==> src/rtl/uart_card_sequencer.sv <==
// UART-to-card command sequencer: parses host 'W'/'R' block commands, drives the card
// write/read channels, streams block data through and returns one status byte per command.
module uart_card_sequencer #(
    parameter int unsigned BLOCK_BYTES  = 512,
    parameter logic [7:0]  CMD_WR       = 8'h57,
    parameter logic [7:0]  CMD_RD       = 8'h52,
    parameter int unsigned ADDR_TIMEOUT = 5000000
) (
    input  logic        CLOCK50,
    input  logic        RESET,
    // UART RX
    input  logic        RX_STB,
    input  logic [7:0]  RX_DAT,
    output logic        RX_ACK,
    // UART TX
    output logic        TX_STB,
    output logic [7:0]  TX_DAT,
    input  logic        TX_ACK,
    // card block-write command
    output logic        WR_STB,
    output logic [31:0] WR_ADDR,
    input  logic        WR_ACK,
    // card write-data stream
    output logic        WD_STB,
    output logic [7:0]  WD_DATA,
    input  logic        WD_ACK,
    // card block-read command
    output logic        RD_STB,
    output logic [31:0] RD_ADDR,
    input  logic        RD_ACK,
    // card read-data stream
    input  logic        RES_STB,
    input  logic [7:0]  RES_DATA,
    output logic        RES_ACK,
    output logic        BUSY
);

    localparam int unsigned CW = $clog2(BLOCK_BYTES + 1);
    localparam int unsigned TW = $clog2(ADDR_TIMEOUT + 1);

    localparam logic [7:0] ST_BAD_CMD = 8'h3F;
    localparam logic [7:0] ST_TIMEOUT = 8'h54;
    localparam logic [7:0] ST_OK      = 8'h4B;

    typedef enum logic [2:0] {
        StIdle,
        StAddr,
        StWrCmd,
        StWrData,
        StRdCmd,
        StRdData,
        StStatus
    } state_t;

    state_t        state_q, state_d;
    logic          op_wr_q, op_wr_d;      // 1: write command, 0: read command
    logic [31:0]   addr_q, addr_d;
    logic [1:0]    abyte_q, abyte_d;      // address bytes received so far
    logic [TW-1:0] idle_q, idle_d;        // idle cycles since last address byte
    logic [CW-1:0] cnt_q, cnt_d;          // data bytes transferred in the block
    logic [7:0]    status_q, status_d;

    // State and datapath registers with synchronous reset.
    always_ff @(posedge CLOCK50) begin
        if (RESET) begin
            state_q  <= StIdle;
            op_wr_q  <= 1'b0;
            addr_q   <= '0;
            abyte_q  <= '0;
            idle_q   <= '0;
            cnt_q    <= '0;
            status_q <= '0;
        end else begin
            state_q  <= state_d;
            op_wr_q  <= op_wr_d;
            addr_q   <= addr_d;
            abyte_q  <= abyte_d;
            idle_q   <= idle_d;
            cnt_q    <= cnt_d;
            status_q <= status_d;
        end
    end

    // Next-state logic and per-state channel muxing.
    always_comb begin
        state_d  = state_q;
        op_wr_d  = op_wr_q;
        addr_d   = addr_q;
        abyte_d  = abyte_q;
        idle_d   = idle_q;
        cnt_d    = cnt_q;
        status_d = status_q;

        RX_ACK   = 1'b0;
        TX_STB   = 1'b0;
        TX_DAT   = 8'h00;
        WR_STB   = 1'b0;
        WD_STB   = 1'b0;
        WD_DATA  = 8'h00;
        RD_STB   = 1'b0;
        RES_ACK  = 1'b0;

        unique case (state_q)
            StIdle: begin
                RX_ACK = RX_STB;
                if (RX_STB) begin
                    if (RX_DAT == CMD_WR || RX_DAT == CMD_RD) begin
                        op_wr_d = (RX_DAT == CMD_WR);
                        abyte_d = '0;
                        idle_d  = '0;
                        state_d = StAddr;
                    end else begin
                        status_d = ST_BAD_CMD;
                        state_d  = StStatus;
                    end
                end
            end
            StAddr: begin
                RX_ACK = RX_STB;
                if (RX_STB) begin
                    // Shift in MSB first; four shifts fully replace the old address.
                    addr_d  = {addr_q[23:0], RX_DAT};
                    abyte_d = abyte_q + 2'd1;
                    idle_d  = '0;
                    if (abyte_q == 2'd3) begin
                        state_d = op_wr_q ? StWrCmd : StRdCmd;
                    end
                end else if (idle_q == TW'(ADDR_TIMEOUT - 1)) begin
                    status_d = ST_TIMEOUT;
                    state_d  = StStatus;
                end else begin
                    idle_d = idle_q + 1'b1;
                end
            end
            StWrCmd: begin
                WR_STB = 1'b1;
                if (WR_ACK) begin
                    cnt_d   = '0;
                    state_d = StWrData;
                end
            end
            StWrData: begin
                WD_STB  = RX_STB;
                WD_DATA = RX_DAT;
                RX_ACK  = WD_ACK;
                if (RX_STB && WD_ACK) begin
                    cnt_d = cnt_q + 1'b1;
                    if (cnt_q == CW'(BLOCK_BYTES - 1)) begin
                        status_d = ST_OK;
                        state_d  = StStatus;
                    end
                end
            end
            StRdCmd: begin
                RD_STB = 1'b1;
                if (RD_ACK) begin
                    cnt_d   = '0;
                    state_d = StRdData;
                end
            end
            StRdData: begin
                TX_STB  = RES_STB;
                TX_DAT  = RES_DATA;
                RES_ACK = TX_ACK;
                if (RES_STB && TX_ACK) begin
                    cnt_d = cnt_q + 1'b1;
                    if (cnt_q == CW'(BLOCK_BYTES - 1)) begin
                        status_d = ST_OK;
                        state_d  = StStatus;
                    end
                end
            end
            StStatus: begin
                TX_STB = 1'b1;
                TX_DAT = status_q;
                if (TX_ACK) begin
                    state_d = StIdle;
                end
            end
            default: begin
                state_d = StIdle;
            end
        endcase
    end

    // One address register serves both command channels.
    always_comb begin
        WR_ADDR = addr_q;
        RD_ADDR = addr_q;
        BUSY    = (state_q != StIdle);
    end

endmodule

==> config.mk <==
export PLATFORM = sky130hd
export DESIGN_NAME = uart_card_sequencer
export DESIGN_NICKNAME = d
export VERILOG_FILES = /design/src/rtl/uart_card_sequencer.sv
export SDC_FILE = /design/constraint.sdc
export NUM_CORES = 1
export LEC_CHECK = 0
export CORE_MARGIN = 4
export CORE_UTILIZATION = 45
export DETAILED_ROUTE_END_ITERATION = 6
export PLACE_DENSITY = 0.83
export SYNTH_ARGS = -nofsm -noshare
export SYNTH_HDL_FRONTEND = slang
export SYNTH_SLANG_ARGS = --single-unit
==> constraint.sdc <==
create_clock -name CLOCK50 -period 2.25 [get_ports CLOCK50]
set_input_delay 0.5625 -clock CLOCK50 [delete_from_list [all_inputs] [get_ports CLOCK50]]
set_output_delay 0.5625 -clock CLOCK50 [all_outputs]
set_load 0.01 [all_outputs]
==> metrics.md <==
| Metric | Value |
|---|---|
| Worst slack after detailed placement | -0.4361 ns |
| I/O Pins | 111 |
| CP most frequent cell | buf_4 |
| Post-synth EDFFs | 0 |
| Global placer's final weighted congestion | 0.8958 |
| Post-synth net total | 536 |
| Initial Utilization | 46.20% |
| VDD IR max | 0.5273 mV |
| CTS Buf Count | 9 |
| Smallest hold slack | 0.4780 ns |
| Predominant post-synthesis flop cell | dfxtp_1 |
| Ys async rst share | 0% |
| H-tree depth | 3 |
| Classification of the worst setup path | flop to flop |
| Synth cell types | 66 |
| Core Util, Final | 65.67% |
| Worst-case clock buffer depth | 2 |
| Buf/Inv on CP | 3 |
| Post-DP Area | 5346 sq um |
| Die area | 10530 sq um |
| Grt total ovfl | 0 |
| Area contributors post-synth | dfxtp_1 37%, nand2_1 8.9%, a21oi_1 7.5%, buf_4 6.0%, nor2_1 2.1% |
| CP max stage cell | or3_4 |
| Post-synth top area share | 37.27% |
| WL final | 12410 um |
| Netlist Area Pre-Place | 4029 sq um |
| Area growth from synthesis to layout | 42.14% |
| WL per Instance | 16.44 um |
| Crit. End Element | flop |
| Port bufs | 110 |
| Design Power | 0.004414 W |
| Cts hold-fix bufs | 0 |
| Cell area after layout | 5727 sq um |
| Crit-path cells | buf_4 -> buf_4 -> nor3b_2 -> buf_4 -> a32oi_1 -> nand3_1 -> or3_4 -> a221oi_2 |
| Worst-margin pin slew | 0.4780 ns |
| DP HPWL | 8774 um |
| Min-Delay Path Class | flop to flop |
| Clock Pin Slew Worst Setup and Hold Paths | 0.08 ns |
| Share of layout cells above drive strength 1 | 19.63% |
| Setup crit start kind | flop |
| Drt pass-1 iters | 7 |
| WP data required | 2.51 ns |
| Sequential fraction of the synthesis area | 37.27% |
| Final ANT Viol Nets | 0 |
| Max-slew violations | 0 |
| WP data arrival | 2.47 ns |
| Gr usage total | 22.98% |
| Crit-path max FO | 7 |
| Largest net degree at the start of global routing | 34 |
| Die W | 102.6 um |
| Critical path startpoint | state_q[0]$_SDFFE_PP0P_ |
| Worst clock skew | 0.01292 ns |
| Power Density | 770.8 nW/um^2 |
| Setup WS post-layout | 0.04187 ns |
| Drt drc | 0 |
| First DRT Iteration DRCs | 331 |
| RR Startpoint | state_q[0]$_SDFFE_PP0P_ |
| Die H | 102.6 um |
| Dominant delay contributor by cell family on the critical path | simple AND/OR/NAND/NOR gates |
| Synth warn | 0 |
| Leakage | 2.144 nW |
| Final Hold Viols | 0 |
| Hold Startpoint | RD_ADDR[30]$_SDFFE_PP0P_ |
| Synth Instances | 509 |
| Vias in the first global route | 4070 |
| Worst-skew pair later-pin latency | 0.35 ns |
| Clk root buf | clkbuf_8 |
| Status | finished, final reports clean |
| Period utilization | 98.14% |
| Initial antenna violation count | 0 |
| Setup violators final | 0 |
| Largest stage delay on the critical path | 0.42 ns |
| Synthesized flop and latch total | 75 |
| Layout net count | 669 |
| Synthesized area per cell | 7.915 sq um |
| Post-synth top area cell | dfxtp_1 |
| First-pass GRT wire length | 19380 um |
| Max Cap Viol | 0 |
| Row Count | 34 |
| Fmax | 452.9 MHz |
| Via Count | 4315 |
| Max transition margin | 68.14% |
| Clock sinks | 75 |
| Vias per inst | 5.715 |
| Core ar. | 8721 sq um |
| CTS tree | yes |
| Inserted Diodes | 0 |
| Min Tclk post-route | 2.208 ns |
## stage by stage
stage / cells / TNS, ns
floorplan: 509 / 0
global placement: 727 / -11.36
detailed placement: 727 / -12.77
CTS: 750 / 0
global route: 755 / -0.06574
finish: 755 / 0
## worst min-delay path: stages, from the launching register on
cell and delay, ns:
dfxtp_1 0.33, nand2_1 0.06, a21oi_1 0.05
## kinds of logic (layout without fill, tap and decap cells)
logic type / Yosys count / after routing / synth area share, %
xor+xnor: 8 / 8 / 1.739
compound gates: 140 / 141 / 22.64
simple gates: 216 / 217 / 27.11
fa+ha+maj: 3 / 3 / 0.9318
flops: 75 / 75 / 37.27
buf+inv: 67 / 203 / 10.31
## placed cells by master, fill, tap and decap left out, types with 3 or more instances in the layout
master	count
nand2_1	95
clkdlybuf4s50_1	85
dfxtp_1	70
buf_4	66
a21oi_1	58
nor2_1	23
dlygate4sd2_1	18
nand3_1	16
and2_1	12
nand4_1	12
nor3_1	11
o31ai_1	11
a31oi_1	10
o211ai_1	10
o21ai_0	9
clkbuf_8	9
and3_1	8
inv_1	7
xor2_1	6
or3_1	6
nand2b_1	4
a211oi_1	4
dfxtp_2	4
clkbuf_2	4
or2_2	3
a22oi_1	3
a21boi_0	3
nor3b_1	3
a41oi_1	3
ha_1	3
## layer usage
layer  part of all wire [%]  vias up  track usage [%]
met4                    1.7        0            7.467
met2                     51      170            38.18
met3                    6.3       22            5.007
met1                     41     2055            29.70
met5                      0        -                0
li1                       -     2068                -
## state kept, by name (all words and copies together), names as in the netlist
register / cells
RD_ADDR: 32
idle_q: 23
cnt_q: 10
status_q: 4
state_q: 3
abyte_q: 2
op_wr_q: 1
## layout make-up
cell class,count,area [sq um]
well taps,108,135.1
clock inverters,5,86.33
flip-flops and latches,75,1510
repair buffers,180,1612
multi-input cells,369,2226
fillers,660,2994
inverters,7,26.28
clock buffers,11,131.4
## final timing paths
| kind | cells after the start | slack, ns | endpoint |
|---|---|---|---|
| min | 2 | 0.48 | RD_ADDR[30]$_SDFFE_PP0P_ |
| max reg2reg | 8 | 0.04 | state_q[1]$_SDFFE_PP0P_ |
| max | 8 | 0.04 | state_q[1]$_SDFFE_PP0P_ |
| min reg2reg | 2 | 0.48 | RD_ADDR[30]$_SDFFE_PP0P_ |
## repair_timing
item                       CTS  global route
resized for setup           42            23
gates cloned                 2             1
setup buffers                5             4
setup endpoints to repair   42            34
pin swaps                    6             8
## cell usage after synthesis (2+ instances only)
cell type  instances
buf_4             32
clkbuf_8           3
nand2b_1           4
nor2b_1            3
inv_1              7
a21oi_1           60
a311oi_1           3
clkbuf_1          19
o31ai_1           11
or3_1              8
a21boi_0           3
ha_1               3
a2bb2oi_1          2
o311ai_0           2
nor4_1             2
and2_1            12
nand4_1           12
nor3_1            13
nand3_1           16
or2_2              3
a211oi_1           4
nor2_1            23
a41oi_1            3
a22oi_1            3
a221oi_1           2
nand2_1           96
a31oi_1           10
a21o_1             2
xnor2_1            2
o21ai_0            9
dfxtp_1           75
buf_2              5
xor2_1             6
nor3b_1            3
and3_1             8
o211ai_1          10
## report_power, final
part | switching [W] | internal, W
Combinational | 0.000942 | 0.000836
Sequential | 0.0000850 | 0.00140
Clock | 0.000515 | 0.000633
Total | 0.00154 | 0.00287
Power figures use the tool's default switching activity.
